`config.mk`:
```
export PLATFORM = sky130hd
export DESIGN_NAME = hazard_md_ctrl
export DESIGN_NICKNAME = d
export VERILOG_FILES = /design/src/rtl/cpu_pkg.sv /design/src/rtl/hazard_md_ctrl_md_timer.sv /design/src/rtl/hazard_md_ctrl.sv
export SDC_FILE = /design/constraint.sdc
export NUM_CORES = 1
export LEC_CHECK = 0
export CORE_UTILIZATION = 40
export CTS_CLUSTER_DIAMETER = 120
export DETAILED_ROUTE_END_ITERATION = 8
export HOLD_SLACK_MARGIN = 0.03
export PLACE_DENSITY = 0.87
export SYNTH_ARGS = -nofsm -noshare
export SYNTH_HDL_FRONTEND = slang
export SYNTH_HIERARCHICAL = 1
export SYNTH_SLANG_ARGS = --single-unit
```
`constraint.sdc`:
```
create_clock -name clk -period 5.88 [get_ports clk]
set_clock_uncertainty 0.15 [all_clocks]
set_input_delay 1.47 -clock clk [delete_from_list [all_inputs] [get_ports clk]]
set_output_delay 1.47 -clock clk [all_outputs]
set_load 0.01 [all_outputs]
```
`src/rtl/cpu_pkg.sv`:
```
// Shared CPU pipeline constants: MDU latencies, Tuse/Tnew encodings, MDU timer states.
package cpu_pkg;

  localparam int MULT_LAT = 5;
  localparam int DIV_LAT  = 10;
  localparam int CNT_W    = 4;

  localparam logic [1:0] TUSE_NONE   = 2'd3;
  localparam logic [1:0] TNEW_READY  = 2'd0;
  localparam logic [1:0] TNEW_E_ALU  = 2'd1;
  localparam logic [1:0] TNEW_E_LOAD = 2'd2;
  localparam logic [1:0] TNEW_M_LOAD = 2'd1;

  typedef enum logic {
    IDLE = 1'b0,
    BUSY = 1'b1
  } md_state_e;

endpackage

```
`src/rtl/hazard_md_ctrl_md_timer.sv`:
```
// MDU occupancy timer: loads the op latency on md_go and counts down to a one-cycle md_done.
module md_timer #(
  parameter int MULT_LAT = 5,
  parameter int DIV_LAT  = 10,
  parameter int CNT_W    = 4
) (
  input  logic clk,
  input  logic reset,
  input  logic md_go,
  input  logic e_md_div,
  output logic md_busy,
  output logic md_done
);
  import cpu_pkg::*;

  localparam logic [CNT_W-1:0] CNT_ZERO = {CNT_W{1'b0}};
  localparam logic [CNT_W-1:0] CNT_ONE  = CNT_W'(1);

  md_state_e        state_r, next_state_s;
  logic [CNT_W-1:0] cnt_r, next_cnt_s;
  logic             busy_r, done_r, next_busy_s, next_done_s;

  // State, counter and registered flags
  always_ff @(posedge clk or negedge reset) begin
    if (!reset) begin
      state_r <= IDLE;
      cnt_r   <= CNT_ZERO;
      busy_r  <= 1'b0;
      done_r  <= 1'b0;
    end else begin
      state_r <= next_state_s;
      cnt_r   <= next_cnt_s;
      busy_r  <= next_busy_s;
      done_r  <= next_done_s;
    end
  end

  // Next state and count; a start while BUSY cannot reach here because md_go is gated on IDLE
  always_comb begin
    next_state_s = state_r;
    next_cnt_s   = cnt_r;
    case (state_r)
      IDLE: begin
        if (md_go) begin
          next_state_s = BUSY;
          next_cnt_s   = e_md_div ? CNT_W'(DIV_LAT) : CNT_W'(MULT_LAT);
        end else begin
          next_state_s = IDLE;
          next_cnt_s   = CNT_ZERO;
        end
      end
      BUSY: begin
        if (cnt_r == CNT_ONE) begin
          next_state_s = IDLE;
          next_cnt_s   = CNT_ZERO;
        end else begin
          next_state_s = BUSY;
          next_cnt_s   = cnt_r - CNT_ONE;
        end
      end
      default: begin
        next_state_s = IDLE;
        next_cnt_s   = CNT_ZERO;
      end
    endcase
  end

  // Flags for the coming cycle, so the outputs come straight from flops
  always_comb begin
    next_busy_s = (next_state_s == BUSY);
    next_done_s = (next_state_s == BUSY) && (next_cnt_s == CNT_ONE);
  end

  assign md_busy = busy_r;
  assign md_done = done_r;

endmodule

```
`src/rtl/hazard_md_ctrl.sv`:
```
// Pipeline stall controller: D-stage data/MDU hazards, flush priority and MDU start gating.
module hazard_md_ctrl #(
  parameter int MULT_LAT = cpu_pkg::MULT_LAT,
  parameter int DIV_LAT  = cpu_pkg::DIV_LAT,
  parameter int CNT_W    = cpu_pkg::CNT_W
) (
  input  logic       clk,
  input  logic       reset,
  input  logic       Req,
  input  logic [4:0] d_rs_addr,
  input  logic [4:0] d_rt_addr,
  input  logic [1:0] d_tuse_rs,
  input  logic [1:0] d_tuse_rt,
  input  logic       d_is_md,
  input  logic [4:0] e_wa,
  input  logic [1:0] e_tnew,
  input  logic [4:0] m_wa,
  input  logic [1:0] m_tnew,
  input  logic       e_md_start,
  input  logic       e_md_div,
  output logic       stall,
  output logic       f_we,
  output logic       d_we,
  output logic       md_go,
  output logic       md_busy,
  output logic       md_done
);

  logic haz_rs_s, haz_rt_s, haz_md_s, stall_s, md_go_s;

  // Hazard decision; Tuse of 3 never exceeds a Tnew (max 2) so unused operands drop out
  always_comb begin
    haz_rs_s = (d_rs_addr != 5'd0) &&
               (((e_wa == d_rs_addr) && (d_tuse_rs < e_tnew)) ||
                ((m_wa == d_rs_addr) && (d_tuse_rs < m_tnew)));
    haz_rt_s = (d_rt_addr != 5'd0) &&
               (((e_wa == d_rt_addr) && (d_tuse_rt < e_tnew)) ||
                ((m_wa == d_rt_addr) && (d_tuse_rt < m_tnew)));
    haz_md_s = d_is_md && (md_busy || e_md_start);
    stall_s  = (haz_rs_s || haz_rt_s || haz_md_s) && !Req;
    md_go_s  = e_md_start && !md_busy && !Req;
  end

  assign stall = stall_s;
  assign f_we  = !stall_s;
  assign d_we  = !stall_s;
  assign md_go = md_go_s;

  md_timer #(
    .MULT_LAT (MULT_LAT),
    .DIV_LAT  (DIV_LAT),
    .CNT_W    (CNT_W)
  ) u_md_timer (
    .clk      (clk),
    .reset    (reset),
    .md_go    (md_go_s),
    .e_md_div (e_md_div),
    .md_busy  (md_busy),
    .md_done  (md_done)
  );

endmodule

```
# Yosys cells after proc, flatten, opt, wreduce, memory -nomap -nowiden
# Index checks and enable logic that the tools add are counted.
[op_classes]
n_mul = 0
n_shift = 0
reduce_logical = 21
div = 0
bitwise_logic = 1
n_eq_ne = 6
n_mux = 7
addsub = 1
magnitude_cmp = 4
[ops]
columns = ["cell", "n"]
rows = [
  ["== test 5 bit", 4],
  ["two-way mux 4 bit", 3],
  ["logical AND 1 bit", 11],
  ["nonzero test 5 bit", 2],
  ["== test 4 x 1 -> 1 bit, second input constant", 2],
  ["less-than comparator 2 bit", 4],
  ["one-hot mux 4 bit (2 select lines)", 1],
  ["logical OR 1 bit", 5],
  ["subtractor 4 x 1 -> 4 bit, second input constant", 1],
  ["zero test 1 bit", 3],
  ["two-way mux 1 bit", 2],
  ["one-hot mux 1 bit (2 select lines)", 1],
  ["inverter 1 bit", 1],
]
[totals]
ram_bits = 0
memories = 0
regBits = 6
output_inout_bits = 6
latchBits = 0
word_cells = 43
in_bits = 34
mem_bits_ro = 0

# Longest topological paths before layout
# Gate-level depths: netlist of run 1.
[logic_depth]
ltp_word = 8
depth_mapped = 7
ltp_nobuf = 6

# Hierarchy
# Netlist of run 1, hierarchy kept.
[modules_own_cells]
columns = ["mod", "instances", "cells_each", "area_per_inst_um2", "seq_area_each_um2"]
rows = [
  ["hazard_md_ctrl", 1, 52, 391.6, 0.0],
  ["md_timer", 1, 28, 296.5, 150.1],
]

# Least setup slack after synthesis of run 1
# Ideal clock, no wire load.
[synth_timing]
path_type = "in2out"
start = "input port e_tnew[1]"
end = "output port f_we"
arrival_time_ns = 2.522
required_ns = 4.260
n_path_buf = 1
setup_slack_ns = 1.738
path_stages = 7
cell_sequence = "inv_1 ha_1 nor4_1 nand4_1 o2bb2ai_1 a31o_1 buf_4"
[synth_via]
elab_chain_len = 8
elab_cells_between_ends = 12
cone_classes = "order compare (2); reduce/logical (10)"
[synth_rtl]
columns = ["element", "line_no", "text"]
rows = [
  ["start: declaration", "hazard_md_ctrl.sv:16", "input logic [1:0] e_tnew,"],
  ["less-than comparator 2 bit, on equally long branches", "hazard_md_ctrl.sv:34, hazard_md_ctrl.sv:37", ""],
  ["logical AND 1 bit, on equally long branches", "hazard_md_ctrl.sv:34, hazard_md_ctrl.sv:37", ""],
  ["logical OR 1 bit, on equally long branches", "hazard_md_ctrl.sv:34, hazard_md_ctrl.sv:37", ""],
  ["logical AND 1 bit, on equally long branches", "hazard_md_ctrl.sv:33, hazard_md_ctrl.sv:36", ""],
  ["logical OR 1 bit * (2 in a row)", "hazard_md_ctrl.sv:40", "stall_s = (haz_rs_s || haz_rt_s || haz_md_s) && !Req;"],
  ["logical AND 1 bit *", "hazard_md_ctrl.sv:40", ""],
  ["zero test 1 bit *", "-", ""],
  ["end: declaration", "hazard_md_ctrl.sv:22", "output logic f_we,"],
]
# Mark *: on every way between the ends. The rest lies on a longest branch, timed or not.

# Final worst setup path of run 1
[layout_timing]
start = "input port d_rs_addr[2]"
end = "output port stall"
[layout_via]
elab_chain_len = 7
elab_cells_between_ends = 10
cone_classes = "eq/ne (2); reduce/logical (8)"
[layout_rtl]
columns = ["element", "line_no", "text"]
rows = [
  ["start: declaration", "hazard_md_ctrl.sv:10", "input logic [4:0] d_rs_addr,"],
  ["== test 5 bit, on equally long branches", "hazard_md_ctrl.sv:34, hazard_md_ctrl.sv:35", ""],
  ["logical AND 1 bit, on equally long branches", "hazard_md_ctrl.sv:34, hazard_md_ctrl.sv:35", ""],
  ["logical OR 1 bit", "hazard_md_ctrl.sv:34", "(((e_wa == d_rs_addr) && (d_tuse_rs < e_tnew)) ||"],
  ["logical AND 1 bit *", "hazard_md_ctrl.sv:33", "haz_rs_s = (d_rs_addr != 5'd0) &&"],
  ["logical OR 1 bit * (2 in a row)", "hazard_md_ctrl.sv:40", ""],
  ["logical AND 1 bit *", "hazard_md_ctrl.sv:40", ""],
  ["end: declaration", "hazard_md_ctrl.sv:21", "output logic stall,"],
]
# Marked as above.

==> metrics, run 1 <==
status=finished with violations; failing checks=design-rule violations; Final Max Slew Viols=0; CP Class=in2out; diodes inserted=0; cts hold-fix bufs=0; Detailed Place HPWL=1.81 mm; Setup Buffers After CTS=0; first-pass GRT wire length=3.56 mm; Netlist cell types=24; Initial Util=44.1%; most frequent CP cell=clkdlybuf4s50_1; WP data arrival=3530 ps; slowest cell delay on critical path=560 ps; Seq/Total Area, Yosys=21.8%; R2R depth=5; routed via count=758; synthesized flop and latch total=6; RePlAce Congestion=0.843; grt total ovfl=0; Max VDD drop=0.179 mV; crit start category=primary input; synth warn=6; worst min path class=reg2reg; Worst-Skew Late Latency=250 ps; WHS Path Cells=1; post-route ant nets=0; fin crit share=87.7%; sw frac=40.0%; Crit Path Max Fanout=3; drt first pass iters=7; setup TNS=0 ps; Die ar.=1890 µm²; CTS buffer count=3; Post-Route WL=2.12 mm; initial antenna violation count=0; sequential share of power=29.0%; Avg Inst Size Synth=8.60 µm²; max_slew headroom=74.7%; vias in the first global route=768; Setup WS post-layout=725 ps; slowest cell on the critical path=clkdlybuf4s50_1; Syn-to-layout area delta=61.8%; logic gate share of total power=56.2%; power share of the clock group=14.8%; CTS max path bufs=2; Design Area, Final=1110 µm²; Critical Path RT=4260 ps; Pwr per Cell Area=233 nW/µm²; FP Rows=14; Port Buffer Count=39; post-synthesis instance total=80; Layout Utilization=71.4%; final hold vios=0; Die H=43.5 µm; most frequent cells in the layout=39 x clkdlybuf4s50_1, 18 x xor2_1, 8 x inv_1; # DRC=2; commonest non-fill, non-tap cell in the layout=clkdlybuf4s50_1; maxcap violations=0; All-Layer GR Usage=25.6%; Sink Count=6; Placed Area=1090 µm²; CTS tree=done; clock transition at the registers of the reported paths=50 ps; Core Area=1560 µm²; DR vias/cell=5.53; crit end category=output pin; Syn Std Cell Area=688 µm²; Worst-Margin Slew=375 ps; minimum clock period=5150 ps; Worst path depth=7; Sw Pwr=0.104 mW; Crit path max-delay family=buffers and inverters; internal power=0.156 mW; clock root buffer master=clkbuf_4; CP Cell Sequence=clkdlybuf4s50_1 > xor2_1 > nor4_1 > nand3_1 > o2bb2ai_1 > a31oi_1 > clkdlybuf4s50_1; I/O pin cnt=40; htree depth=1; PostCTS Resize Cnt=0; largest net degree at the start of global routing=8; RSZ-0062 raised after global routing=false; CP Buf/Inv Count=2; Max Fclk=194 MHz; Place WS=772 ps; die width=43.5 µm; Finish-stage setup viols=0; Final #Nets=163; layout cells sized above 1=5.79%; First DRT Iteration DRCs=33; post-synth net total=120; DR WL/cell=15.5 µm; Lkg Pwr=0.464 nW
==> logic make-up after synthesis <==
logic type	count (synthesis)	synth area share (%)
AOI/OAI and AO/OA	15	13.6
adders and majority gates	6	10.9
and+or+nand+nor	23	21.3
xor gates and xnor gates	20	25.5
muxes	1	1.45
DFF	6	21.8
buffers and inverters	9	5.46
==> registers in the layout, indices dropped and copies added (netlist names) <==
name and flops:
u_md_timer/cnt_r 4, u_md_timer/md_busy 1, u_md_timer/md_done 1
==> worst reg2reg max path: cells and delay by family (launching register included) <==
kind	cells	cell delay (ps)
flops	1	440
simple gates	3	810
compound gates	2	310
==> final timing paths <==
path	start	to	slack [ps]
worst max-delay path	d_rs_addr[2]	stall	730
worst min-delay path	u_md_timer/cnt_r[0]$_DFF_PN0_	u_md_timer/cnt_r[0]$_DFF_PN0_	400
worst max register to register	u_md_timer/md_busy$_DFF_PN0_	u_md_timer/md_done$_DFF_PN0_	4050
worst min register to register	u_md_timer/cnt_r[0]$_DFF_PN0_	u_md_timer/cnt_r[0]$_DFF_PN0_	400
max in group asynchronous	reset	u_md_timer/md_done$_DFF_PN0_	4040
min in group asynchronous	reset	u_md_timer/cnt_r[1]$_DFF_PN0_	1310
==> metal layers <==
layer  part of all wire [%]  up-vias  global-route usage [%]
met1                     43      345                    32.0
met4                    1.7        0                    9.38
li1                       -      374                       -
met2                     51       35                    43.3
met5                      0        -                       0
met3                    4.9        4                    5.42
==> power by group through the flow <==
stage | Clock [mW] | Sequential (mW) | Combinational, mW
2_1_floorplan | 0 | 0.0749 | 0.0753
3_3_place_gp | 0 | 0.0745 | 0.135
3_5_place_dp | 0 | 0.0747 | 0.142
4_1_cts | 0.0399 | 0.0742 | 0.144
5_1_grt | 0.0425 | 0.0766 | 0.160
6_report | 0.0385 | 0.0752 | 0.146
==> metrics by stage <==
step                      hold slack, ps  total power [mW]  cells
final                                398             0.259    137
after global routing                 407             0.279    137
after CTS                            391             0.258    137
after detailed placement             382             0.217    134
after global placement               390             0.210    134
after floorplan                      349             0.150     80
==> cells in the mapped netlist <==
cell type / number / share of area [%]
xor2_1: 18 / 23
inv_1: 8 / 4.4
o21ai_0: 7 / 5.1
dfrtp_1: 6 / 22
ha_1: 6 / 11
nand3_1: 6 / 4.4
nor2_1: 5 / 2.7
nor4_1: 3 / 2.7
nor4_2: 2 / 3.6
o21ai_1: 2 / 1.5
o2bb2ai_1: 2 / 2.5
or4_1: 2 / 2.2
xnor2_1: 2 / 2.5
a31o_1: 1 / 1.3
a31oi_1: 1 / 0.91
buf_4: 1 / 1.1
mux2i_1: 1 / 1.5
nand2b_1: 1 / 0.91
nand4_1: 1 / 0.91
nor3_2: 1 / 1.5
nor3b_1: 1 / 1.1
o22ai_1: 1 / 0.91
o32a_1: 1 / 1.5
or2b_2: 1 / 1.3
==> area by class of cell <==
cell class	instances	area [µm²]
Multi-Input combinational cell	65	500
Clock buffer	3	22.5
Fill cell	127	445
Timing Repair Buffer	39	390
Sequential cell	6	150
Inverter	8	30.0
Tap cell	16	20.0
No activity file was read; power rests on OpenSTA's default activity.
==> run 2, diff against run 1 <==
--- a/config.mk
+++ b/config.mk
@@ -5,11 +5,11 @@
 export SDC_FILE = /design/constraint.sdc
 export NUM_CORES = 1
 export LEC_CHECK = 0
-export CORE_UTILIZATION = 40
+export CORE_UTILIZATION = 33
 export CTS_CLUSTER_DIAMETER = 120
 export DETAILED_ROUTE_END_ITERATION = 8
 export HOLD_SLACK_MARGIN = 0.03
-export PLACE_DENSITY = 0.87
+export PLACE_DENSITY = 0.77
 export SYNTH_ARGS = -nofsm -noshare
 export SYNTH_HDL_FRONTEND = slang
 export SYNTH_HIERARCHICAL = 1
==> constraint.sdc (replaced) <==
create_clock -name clk -period 4.5 [get_ports clk]
set_clock_uncertainty 0.15 [all_clocks]
set_input_delay 1.125 -clock clk [delete_from_list [all_inputs] [get_ports clk]]
set_output_delay 1.125 -clock clk [all_outputs]
set_load 0.01 [all_outputs]
==> run 2 against run 1 <==
Effect of this change:
- the run now ends clean
- utilization is 13 points lower
- combinational power is 25% higher
- non-clock buffer count stayed put
- via count is 3.0% lower
- wire length is 6.1% lower
- global-route usage is 5.8 points lower
- die area is 20% higher
==> metrics, run 2 (same netlist as run 1, synthesis figures left out) <==
CTS max path bufs=2 (unchanged); CP Cell Sequence=clkdlybuf4s50_1 > or4_1 > o2bb2ai_1 > a31o_1 > clkdlybuf4s50_1; CTS tree=done; CP Buf/Inv Count=2 (unchanged); fin crit share=98.4%; First DRT Iteration DRCs=13 (-61%); Final #Nets=163 (unchanged); DR vias/cell=4.97 (-10%); first-pass GRT wire length=3.01 mm (-16%); setup TNS=0 ps (unchanged); Pwr per Cell Area=288 nW/µm² (+23%); GR peak layer=met2; Crit Path Max Fanout=3 (unchanged); clock transition at the registers of the reported paths=40 ps (about the same); hold path startpoint=u_md_timer/cnt_r[0]$_DFF_PN0_; Layout Utilization=58.2% (-13 points); DR WL/cell=13.4 µm (-13%); power share of the clock group=14.6% (-0.2 points); drt first pass iters=4 (-3); most frequent CP cell=clkdlybuf4s50_1; Syn-to-layout area delta=66.0%; clock root buffer master=clkbuf_4; diodes inserted=0 (unchanged); All-Layer GR Usage=19.8% (-5.8 points); status=finished, final reports clean; Die H=47.7 µm (+9.6%); slowest cell on the critical path=or4_1; htree depth=1 (unchanged); max reg flops=4 (unchanged); internal power=0.202 mW (+30%); layout cells sized above 1=7.44% (+1.7 points); Final Max Slew Viols=0 (unchanged); I/O pin cnt=40 (unchanged); CTS buffer count=3 (unchanged); Initial Util=35.1% (-9.1 points); RSZ-0062 raised after global routing=false; Max VDD drop=0.192 mV (+7.2%); Max Fclk=226 MHz; Post-Route WL=1.99 mm (-6.1%); max_slew headroom=79.8% (+5.0 points); GRT met3 Usage=5.66% (+0.24 points); CP Class=in2out; Port Buffer Count=39 (unchanged); WP data arrival=3150 ps (-380 ps); routed via count=735 (-3.0%); Post-Place Cells=145 (+8.2%); Detailed Place HPWL=1.76 mm (-3.0%); RePlAce Congestion=0.801 (-5.1%); slowest cell delay on critical path=570 ps (about the same); maxcap violations=0 (unchanged); Finish-stage setup viols=0 (unchanged); Worst-Skew Late Latency=240 ps (about the same); Setup Buffers After CTS=0 (unchanged); Worst Setup SP=d_rs_addr[0]; # DRC=0 (-2); commonest non-fill, non-tap cell in the layout=clkdlybuf4s50_1; sw frac=38.4% (-1.6 points); Sw Pwr=0.126 mW (+22%); largest reg by FF count=u_md_timer/cnt_r; Non-Filler Instances=148 (+8.0%); Lkg Pwr=0.480 nW (+3.5%); minimum clock period=4430 ps; sequential share of power=29.7% (+0.7 points); GR Util met2=32.9% (-10 points); crit end category=output pin; initial antenna violation count=0 (unchanged); vias in the first global route=707 (-7.9%); Worst-Margin Slew=300 ps (-75.0 ps); FF-to-FF Start=u_md_timer/md_busy$_DFF_PN0_; final hold vios=0 (unchanged); crit start category=primary input; Crit path max-delay family=buffers and inverters; grt total ovfl=0 (unchanged); Sink Count=6 (unchanged); post-route ant nets=0 (unchanged); FP Rows=16 (+2); worst min path class=reg2reg; logic gate share of total power=55.7% (-0.5 points); die width=47.7 µm (+9.6%); most frequent cells in the layout=38 x clkdlybuf4s50_1, 18 x xor2_1, 8 x inv_1; Die ar.=2270 µm² (+20%); Critical Path RT=3220 ps (-1040 ps); GR Util met1=23.7% (-8.3 points); Core Area=1960 µm² (+26%); largest net degree at the start of global routing=8 (unchanged)
==> run 2: cell types whose count changed in the layout (fill, tap and decap cells not counted) <==
cell,delta
nor4_2,+2
nor4_1,-2
dlymetal6s2s_1,+1
clkdlybuf4s50_1,-1
==> run 2: worst paths after layout <==
path                                                 end  slack, ps  cells past startpoint
setup / recovery                                    f_we         70                      5
min in group asynchronous  u_md_timer/cnt_r[0]$_DFF_PN0_        980                      1
hold / removal             u_md_timer/cnt_r[0]$_DFF_PN0_        390                      1
max in group asynchronous   u_md_timer/md_done$_DFF_PN0_       2990                      1
setup reg to reg            u_md_timer/md_done$_DFF_PN0_       2760                      5
hold reg to reg            u_md_timer/cnt_r[0]$_DFF_PN0_        390                      1
==> run 2: metrics by stage <==
| step | hold WS (ps) | power, mW | setup WS (ps) | area [µm²] |
|---|---|---|---|---|
| floorplan | 349 | 0.196 | 1050 | 688 |
| global placement | 392 | 0.275 | 72.7 | 1100 |
| detailed placement | 393 | 0.280 | 78.0 | 1100 |
| CTS | 399 | 0.331 | 61.1 | 1130 |
| global route | 436 | 0.357 | 12.9 | 1140 |
| finish | 390 | 0.329 | 72.9 | 1140 |
==> run 2: layer usage <==
| layer | vias to the layer above | share of wire, % |
|---|---|---|
| li1 | 372 | - |
| met1 | 334 | 44 |
| met2 | 21 | 49 |
| met3 | 8 | 3.3 |
| met4 | 0 | 3.7 |
| met5 | - | 0 |
==> run 2: cell type report <==
cell class,instances,area (µm²)
Sequential cell,6,150
Multi-Input combinational cell,65,513
Timing Repair Buffer,39,393
Fill cell,189,820
Tap cell,27,33.8
Clock buffer,3,22.5
Inverter,8,30.0
==> run 2: timing repair <==
action / 4_1_cts / 5_1_grt
hold endpoints to repair: 0 / 0
resized for setup: 0 / 3
hold buffers: 0 / 0
endpoints found under the setup margin: 0 / 1
==> run 2: power groups by stage <==
| stage | clock [mW] | combinational [mW] | sequential (mW) |
|---|---|---|---|
| 5_1_grt | 0.0540 | 0.201 | 0.101 |
| 4_1_cts | 0.0513 | 0.183 | 0.0973 |
| 6_report | 0.0478 | 0.183 | 0.0976 |
| 3_3_place_gp | 0 | 0.177 | 0.0974 |
| 3_5_place_dp | 0 | 0.182 | 0.0983 |
| 2_1_floorplan | 0 | 0.0984 | 0.0979 |
==> run 2: worst reg2reg max path, stage by stage (launching register included) <==
cell,delay [ps]
dfrtp_1,430
nor3b_1,320
or2b_2,350
o32a_1,160
o21ai_1,120
nor4_2,80
==> run 3, diff against run 2 <==
--- a/config.mk
+++ b/config.mk
@@ -5,6 +5,7 @@
 export SDC_FILE = /design/constraint.sdc
 export NUM_CORES = 1
 export LEC_CHECK = 0
+export CORE_MARGIN = 10
 export CORE_UTILIZATION = 33
 export CTS_CLUSTER_DIAMETER = 120
 export DETAILED_ROUTE_END_ITERATION = 8
==> run 3 against run 2 <==
Effect of this change:
- cell count did not move
- sequential share of layout area rose by 0.18 points
- clock-buffer cell count did not move
- global-route usage fell by 8.6 points
- critical path type unchanged
- critical endpoint unchanged
==> metrics, run 3 (same netlist as run 1, synthesis figures left out) <==
Max VDD drop=0.192 mV (about the same); minimum clock period=4440 ps (+12.1 ps); Syn-to-layout area delta=63.8%; cts hold-fix bufs=0 (unchanged); final hold vios=0 (unchanged); worst min path class=reg2reg; Lkg Pwr=0.464 nW (-3.4%); Critical Path RT=3220 ps (about the same); clock root buffer master=clkbuf_4; Detailed Place HPWL=2.10 mm (+20%); Final Max Slew Viols=0 (unchanged); FP Rows=16 (unchanged); Die H=65.7 µm (+38%); vias in the first global route=794 (+12%); maxcap violations=0 (unchanged); crit end category=output pin; # DRC=0 (unchanged); most frequent CP cell=clkdlybuf4s50_1; hold path startpoint=u_md_timer/cnt_r[0]$_DFF_PN0_; Worst Setup SP=d_rs_addr[0]; Final #Nets=163 (unchanged); FF-to-FF Start=u_md_timer/md_busy$_DFF_PN0_; R2R depth=5 (unchanged); largest reg by FF count=u_md_timer/cnt_r; PostCTS Resize Cnt=0 (unchanged); hold_ws=397 ps (+7.16 ps); Worst-Skew Late Latency=240 ps (about the same); commonest non-fill, non-tap cell in the layout=clkdlybuf4s50_1; Max Fclk=225 MHz (-0.27%); Setup Buffers After CTS=0 (unchanged); reg2reg end=u_md_timer/md_done$_DFF_PN0_; slowest cell on the critical path=or4_1; post-route ant nets=0 (unchanged); max_slew headroom=74.4% (-5.4 points); Worst-Margin Slew=383 ps (+82.6 ps); All-Layer GR Usage=11.2% (-8.6 points); Post-Route WL=2.39 mm (+20%); Crit Path Max Fanout=3 (unchanged); Core Area=1980 µm² (+1.0%); largest net degree at the start of global routing=8 (unchanged); CTS tree=done; crit start category=primary input; Pwr per Cell Area=297 nW/µm² (+3.3%); Reg2Reg Setup Slack=2660 ps (-100 ps); most frequent cells in the layout=39 x clkdlybuf4s50_1, 18 x xor2_1, 8 x inv_1; slowest cell delay on critical path=580 ps (about the same); Initial Util=34.7% (-0.35 points); initial antenna violation count=0 (unchanged); Port Buffer Count=39 (unchanged); setup TNS=0 ps (unchanged); routed via count=744 (+1.2%); CP Class=in2out; CTS max path bufs=2 (unchanged); First DRT Iteration DRCs=20 (+7); DR vias/cell=5.03 (+1.2%); clock transition at the registers of the reported paths=40 ps (about the same); Die ar.=4310 µm² (+90%); Finish-stage setup viols=0 (unchanged); layout cells sized above 1=5.79% (-1.7 points); drt first pass iters=4 (unchanged); diodes inserted=0 (unchanged); grt total ovfl=0 (unchanged); Worst Hold End=u_md_timer/cnt_r[0]$_DFF_PN0_; DR WL/cell=16.2 µm (+20%); WHS Path Cells=1 (unchanged); RSZ-0062 raised after global routing=false; CTS buffer count=3 (unchanged); max reg flops=4 (unchanged); RePlAce Congestion=0.862 (+7.6%); die width=65.7 µm (+38%); htree depth=1 (unchanged); first-pass GRT wire length=3.83 mm (+27%); Sink Count=6 (unchanged); status=finished, final reports clean; WP data arrival=3160 ps (about the same); I/O pin cnt=40 (unchanged); CP Cell Sequence=clkdlybuf4s50_1 > or4_1 > o2bb2ai_1 > a31o_1 > clkdlybuf4s50_1; fin crit share=98.6% (+0.27 points)
run 3: worst max-delay path by stage:
| stage | end | slack, ps | cells after the start |
|---|---|---|---|
| after floorplan | f_we | 1050 | 7 |
| after global placement | f_we | 80 | 5 |
| after detailed placement | stall | 90 | 7 |
| after CTS | stall | 70 | 7 |
| after global routing | stall | 3 | 8 |
| final | f_we | 60 | 5 |
run 3: worst max-delay path: cells and delay by family:
family | cells | cell delay [ps]
AND/OR/NAND/NOR | 1 | 580
AO/OA/AOI/OAI | 2 | 420
buffers and inverters | 2 | 1040
run 3: layer usage:
layer	up-vias	wire length, µm	track usage (%)
li1	368	-	-
met1	354	956	12.7
met2	22	1300	20.0
met3	0	136	2.20
met4	0	0	4.01
met5	-	0	0
run 3: layout make-up:
class | instances | area [µm²]
timing repair buffer | 39 | 390
inverter | 8 | 30.0
clock buffer | 3 | 22.5
multi-input combinational | 65 | 500
fill | 186 | 855
sequential | 6 | 150
tap | 27 | 33.8
run 3: power breakdown:
| part | internal, mW | switching, mW |
|---|---|---|
| logic | 0.0962 | 0.0906 |
| registers | 0.0764 | 0.0228 |
| clock network | 0.0301 | 0.0187 |
| total | 0.203 | 0.132 |
run 3: metrics by stage:
step	setup slack (ps)	cells	cell area (µm²)	power, mW	util (%)
after floorplan	1050	80	688	0.196	-
after global placement	84.8	145	1100	0.276	55.7
after detailed placement	85.7	145	1100	0.286	55.7
after CTS	72.2	148	1130	0.338	56.9
after global routing	2.83	148	1130	0.364	56.9
final	60.8	148	1130	0.335	56.9
